**src/rtl/merge_unit.sv**
```systemverilog
// rtl/merge_unit.sv - two-way sorted run merger with registered output stage and run counter
module merge_unit #(
    parameter int W          = 32,
    parameter int KEY_W      = 32,
    parameter int DESCENDING = 0,
    parameter int CNT_W      = 16
) (
    input  logic             i_clk,
    input  logic             i_rst_n,
    input  logic [W-1:0]     i_a_data,
    input  logic             i_a_valid,
    input  logic             i_a_eos,
    output logic             o_a_ready,
    input  logic [W-1:0]     i_b_data,
    input  logic             i_b_valid,
    input  logic             i_b_eos,
    output logic             o_b_ready,
    output logic [W-1:0]     o_data,
    output logic             o_valid,
    input  logic             i_ready,
    output logic             o_done,
    output logic [CNT_W-1:0] o_run_count
);

    typedef enum logic [1:0] {
        S_MERGE  = 2'd0,
        S_A_HOLD = 2'd1,
        S_B_HOLD = 2'd2,
        S_DONE   = 2'd3
    } state_t;

    state_t           state_q, state_d;
    logic             a_eos_q, a_eos_d;
    logic             b_eos_q, b_eos_d;
    logic [W-1:0]     data_q, data_d;
    logic             valid_q, valid_d;
    logic [CNT_W-1:0] cnt_q, cnt_d;
    logic             done_q, done_d;

    logic             adv;
    logic [KEY_W-1:0] a_key, b_key;
    logic             a_term, b_term;
    logic             pick_a;
    logic             a_take, b_take;
    logic             emit, emit_term, run_end;
    logic [W-1:0]     emit_data;

    assign a_key  = i_a_data[KEY_W-1:0];
    assign b_key  = i_b_data[KEY_W-1:0];
    assign a_term = (a_key == '0);
    assign b_term = (b_key == '0);
    // Ties always favour A so equal keys keep stream-A-first ordering.
    assign pick_a = (DESCENDING != 0) ? (a_key >= b_key) : (a_key <= b_key);
    assign adv    = ~valid_q | i_ready;

    always_comb begin
        state_d   = state_q;
        a_eos_d   = a_eos_q;
        b_eos_d   = b_eos_q;
        data_d    = data_q;
        valid_d   = valid_q;
        cnt_d     = cnt_q;
        done_d    = done_q;
        a_take    = 1'b0;
        b_take    = 1'b0;
        emit      = 1'b0;
        emit_term = 1'b0;
        run_end   = 1'b0;
        emit_data = '0;

        if (adv) begin
            valid_d = 1'b0;
            case (state_q)
                S_MERGE: begin
                    if (i_a_valid && i_b_valid) begin
                        if (!a_term && !b_term) begin
                            emit = 1'b1;
                            if (pick_a) begin
                                a_take    = 1'b1;
                                emit_data = i_a_data;
                            end else begin
                                b_take    = 1'b1;
                                emit_data = i_b_data;
                            end
                        end else if (a_term && !b_term) begin
                            a_take  = 1'b1;
                            a_eos_d = a_eos_q | i_a_eos;
                            state_d = S_A_HOLD;
                        end else if (!a_term && b_term) begin
                            b_take  = 1'b1;
                            b_eos_d = b_eos_q | i_b_eos;
                            state_d = S_B_HOLD;
                        end else begin
                            a_take    = 1'b1;
                            b_take    = 1'b1;
                            a_eos_d   = a_eos_q | i_a_eos;
                            b_eos_d   = b_eos_q | i_b_eos;
                            emit      = 1'b1;
                            emit_term = 1'b1;
                            emit_data = i_a_data;
                            run_end   = 1'b1;
                        end
                    end
                end
                S_A_HOLD: begin
                    if (i_b_valid) begin
                        b_take    = 1'b1;
                        emit      = 1'b1;
                        emit_data = i_b_data;
                        if (b_term) begin
                            b_eos_d   = b_eos_q | i_b_eos;
                            emit_term = 1'b1;
                            run_end   = 1'b1;
                        end
                    end
                end
                S_B_HOLD: begin
                    if (i_a_valid) begin
                        a_take    = 1'b1;
                        emit      = 1'b1;
                        emit_data = i_a_data;
                        if (a_term) begin
                            a_eos_d   = a_eos_q | i_a_eos;
                            emit_term = 1'b1;
                            run_end   = 1'b1;
                        end
                    end
                end
                default: begin
                end
            endcase

            if (emit) begin
                valid_d = 1'b1;
                data_d  = emit_data;
            end
            if (emit_term) begin
                cnt_d = cnt_q + CNT_W'(1);
            end
            // Uses the freshly updated eos flags so the final terminator lands directly in DONE.
            if (run_end) begin
                case ({a_eos_d, b_eos_d})
                    2'b11: begin
                        state_d = S_DONE;
                        done_d  = 1'b1;
                    end
                    2'b10:   state_d = S_A_HOLD;
                    2'b01:   state_d = S_B_HOLD;
                    default: state_d = S_MERGE;
                endcase
            end
        end
    end

    always_ff @(posedge i_clk or negedge i_rst_n) begin
        if (!i_rst_n) begin
            state_q <= S_MERGE;
            a_eos_q <= 1'b0;
            b_eos_q <= 1'b0;
            data_q  <= '0;
            valid_q <= 1'b0;
            cnt_q   <= '0;
            done_q  <= 1'b0;
        end else begin
            state_q <= state_d;
            a_eos_q <= a_eos_d;
            b_eos_q <= b_eos_d;
            data_q  <= data_d;
            valid_q <= valid_d;
            cnt_q   <= cnt_d;
            done_q  <= done_d;
        end
    end

    // Readies are forced low while reset is held, independent of the clock.
    assign o_a_ready   = i_rst_n & a_take;
    assign o_b_ready   = i_rst_n & b_take;
    assign o_data      = data_q;
    assign o_valid     = valid_q;
    assign o_done      = done_q;
    assign o_run_count = cnt_q;

endmodule

```
**config.mk**
```make
export PLATFORM = sky130hd
export DESIGN_NAME = merge_unit
export DESIGN_NICKNAME = d
export VERILOG_FILES = /design/src/rtl/merge_unit.sv
export SDC_FILE = /design/constraint.sdc
export NUM_CORES = 1
export LEC_CHECK = 0
export CAP_MARGIN = 20
export CORE_MARGIN = 4
export CORE_UTILIZATION = 25
export CTS_CLUSTER_SIZE = 10
export DETAILED_ROUTE_END_ITERATION = 16
export PLACE_DENSITY_LB_ADDON = 0.1
export SYNTH_ARGS = -nofsm -noshare
export SYNTH_HDL_FRONTEND = slang
export SYNTH_SLANG_ARGS = --single-unit
```
**constraint.sdc**
```tcl
create_clock -name i_clk -period 3 [get_ports i_clk]
set_input_delay 0.45 -clock i_clk [delete_from_list [all_inputs] [get_ports i_clk]]
set_output_delay 0.45 -clock i_clk [all_outputs]
set_load 0.05 [all_outputs]
```
==> results.json <==
{
  "grt.overflow.total": 0,
  "via_per_inst": 5.26,
  "start_util": 0.256,
  "status": "completed",
  "die_w_um": 142,
  "slowest_delay_ns": 0.34,
  "ys.flop_type": "dfrtp_1",
  "cts_hold_buf": 0,
  "place_congestion": 0.832,
  "fin_crit_sh": 0.986,
  "synth-edff-count": 0,
  "synth_fp_nets": 634,
  "yosys.area.top_type": "dfrtp_1",
  "post_dp_cell_area_um2": 6700,
  "synthCells": 525,
  "regArea_um2": 1350,
  "cts_root_buf": "clkbuf_16",
  "routed_wirelength_um": 17900,
  "synth.distinct_cells": 42,
  "dp_hpwl_um": 12500,
  "max-vdd-ir-drop_mv": 0.232,
  "report.final.setup_viol": 0,
  "path_class": "in2out",
  "fmax_mhz": 338,
  "hold_slack_ns": 0.347,
  "yosysWarnings": 0,
  "synthXorXnorAreaFrac": 0.0294,
  "grtUsageTotal": 0.170,
  "drtAntennaViolNets": 0,
  "cts_tree": "built",
  "end_kind": "output pin",
  "insertion_delay_ns": 0.31,
  "nets": 854,
  "multi_input_area_um2": 3410,
  "report.final.hold_viol_count": 0,
  "placedCellCount": 946,
  "path_buf_inv": 3,
  "drv_slew": 0,
  "min_period_ns": 2.96,
  "setup_tns_ns": 0,
  "core_um2": 17400,
  "vias": 5112,
  "drt_iter0_markers": 249,
  "crit_slowest_cell": "a221o_1",
  "start_kind": "input port",
  "crit_path_cell_trace": "clkdlybuf4s15_2 > ha_1 > nand4_1 > buf_4 > nor2_1 > a221o_1 > o31ai_4 > a21oi_4 > a2bb2oi_2 > nor2_4 > buf_6",
  "portBuffers": 122,
  "cp.depth": 11,
  "p_per_area_nw_per_um2": 319,
  "clk_pin_slew_ns": 0.08,
  "ctsLongestPathBuffers": 2,
  "antenna_found_initial": 1,
  "synth-adder-area-share": 0.106,
  "drc": 0,
  "skew_ns": 0.0115,
  "fp-row-count": 48,
  "h-tree-depth": 2,
  "ys_top_cells_by_area": "dfrtp_1 30%, a221oi_1 13%, ha_1 11%",
  "max-cap-violations": 0,
  "yosysTopAreaCellShare": 0.303,
  "final.setup.worst_slack_ns": 0.0430,
  "path_max_fanout": 4,
  "synth_compound_area_frac": 0.297,
  "die_h_um": 142,
  "yosys-mux-area-fraction": 0.00980,
  "route.detailed.wl_per_inst_um": 18.4,
  "avgSynthCellArea_um2": 8.51,
  "design.die.area_um2": 20100,
  "synth_seq_area_share": 0.303,
  "relSlewSlack": 0.484,
  "grt_max_degree": 65,
  "crit_family": "compound AO/OA/AOI/OAI gates",
  "worstPathArrival_ns": 2.51,
  "cts-buffers-inserted": 5,
  "tightest_slew_ns": 0.773,
  "synth_area_um2": 4470,
  "r2r_setup_slack_ns": 0.58,
  "pin_count": 123,
  "power_mw": 2.37,
  "yosys.area_share.simple": 0.184,
  "required_ns": 2.55,
  "synthArstFlopShare": 1.00,
  "final.fill_count": 1766,
  "p_leak_nw": 3.29,
  "hold_class": "in2async",
  "synth_most_common_cell": "nor2_1",
  "r2r_cells": 7,
  "layout-area-overhead-vs-synth_pct": 66.6,
  "grt_first_pass_wirelength_um": 27400,
  "synth_common_cells": "75 x nor2_1, 65 x a221oi_1, 54 x dfrtp_1",
  "finish.instance_area_um2": 7440,
  "dp_slack_ns": -0.731,
  "final_layout_size_suffix_gt1_frac": 0.385,
  "first_global_vias": 5204,
  "instances_no_fill": 972,
  "drt-pass1-iter-count": 4,
  "ys_seq_elements": 54,
  "synth_top_family_by_area": "compound AO/OA/AOI/OAI gates",
  "final_util": 0.427,
  "clkSinkCount": 54
}
==> cell type report <==
type,count,area share
Antenna cell,1,0.000336
Clock buffer,5,0.0168
Clock inverter,3,0.00387
Inverter,37,0.0190
Multi-Input combinational cell,395,0.458
Sequential cell,54,0.182
Tap cell,225,0.0378
Timing Repair Buffer,252,0.282
==> metal layers <==
layer / wire length [um] / vias to the layer above / track usage
li1: - / 2472 / -
met1: 8090 / 2504 / 0.224
met2: 8710 / 123 / 0.291
met3: 893 / 13 / 0.0310
met4: 190 / 0 / 0.0374
met5: 0 / - / 0
==> placed cells by master, fill, tap and decap left out, types with 7 or more instances in the layout <==
| master | instances |
|---|---|
| nor3_1 | 7 |
| a221o_1 | 33 |
| inv_1 | 21 |
| ha_4 | 22 |
| nand3_1 | 8 |
| nor4_2 | 7 |
| clkbuf_2 | 16 |
| buf_4 | 114 |
| clkdlybuf4s50_1 | 55 |
| inv_2 | 15 |
| xnor2_1 | 10 |
| a221oi_1 | 58 |
| a221oi_2 | 8 |
| nor4_4 | 11 |
| buf_2 | 26 |
| nand2_1 | 20 |
| ha_1 | 16 |
| dfrtp_1 | 54 |
| nand4_1 | 15 |
| buf_6 | 23 |
| a21oi_1 | 41 |
| nor2_1 | 72 |
==> final timing paths <==
kind                                  from         endpoint
setup reg to reg                state_q[1]  o_run_count[13]
max in group asynchronous          i_rst_n  o_run_count[14]
hold / removal                     i_rst_n        o_data[9]
min in group i_clk         o_run_count[15]  o_run_count[15]
hold reg to reg            o_run_count[15]  o_run_count[15]
setup / recovery              i_a_data[12]        o_a_ready
==> report_power, final <==
part,leakage [nW],switching [mW],internal [mW]
Clock,0.0759,0.327,0.320
Sequential,0.735,0.0289,0.773
Combinational,2.48,0.540,0.384
==> flip-flops by register name, indices dropped and copies added, names as in the netlist <==
| signal | flops |
|---|---|
| o_data | 32 |
| o_run_count | 16 |
| state_q | 2 |
| a_eos_q | 1 |
| b_eos_q | 1 |
| o_done | 1 |
| o_valid | 1 |
==> what timing repair did <==
item | in CTS | in global routing
cloned | 0 | 0
buffers inserted | 8 | 11
setup endpoints to repair | 37 | 34
hold endpoints to repair | 0 | 0
gates resized for setup | 218 | 129
pin swaps | 46 | 35
==> cell families after synthesis <==
group / after synthesis
mux: 4
buf+inv: 76
simple gates: 168
compound gates: 170
xor+xnor: 15
flops: 54
fa+ha+maj: 38
Note: power is estimated with default switching activity, not from simulation.
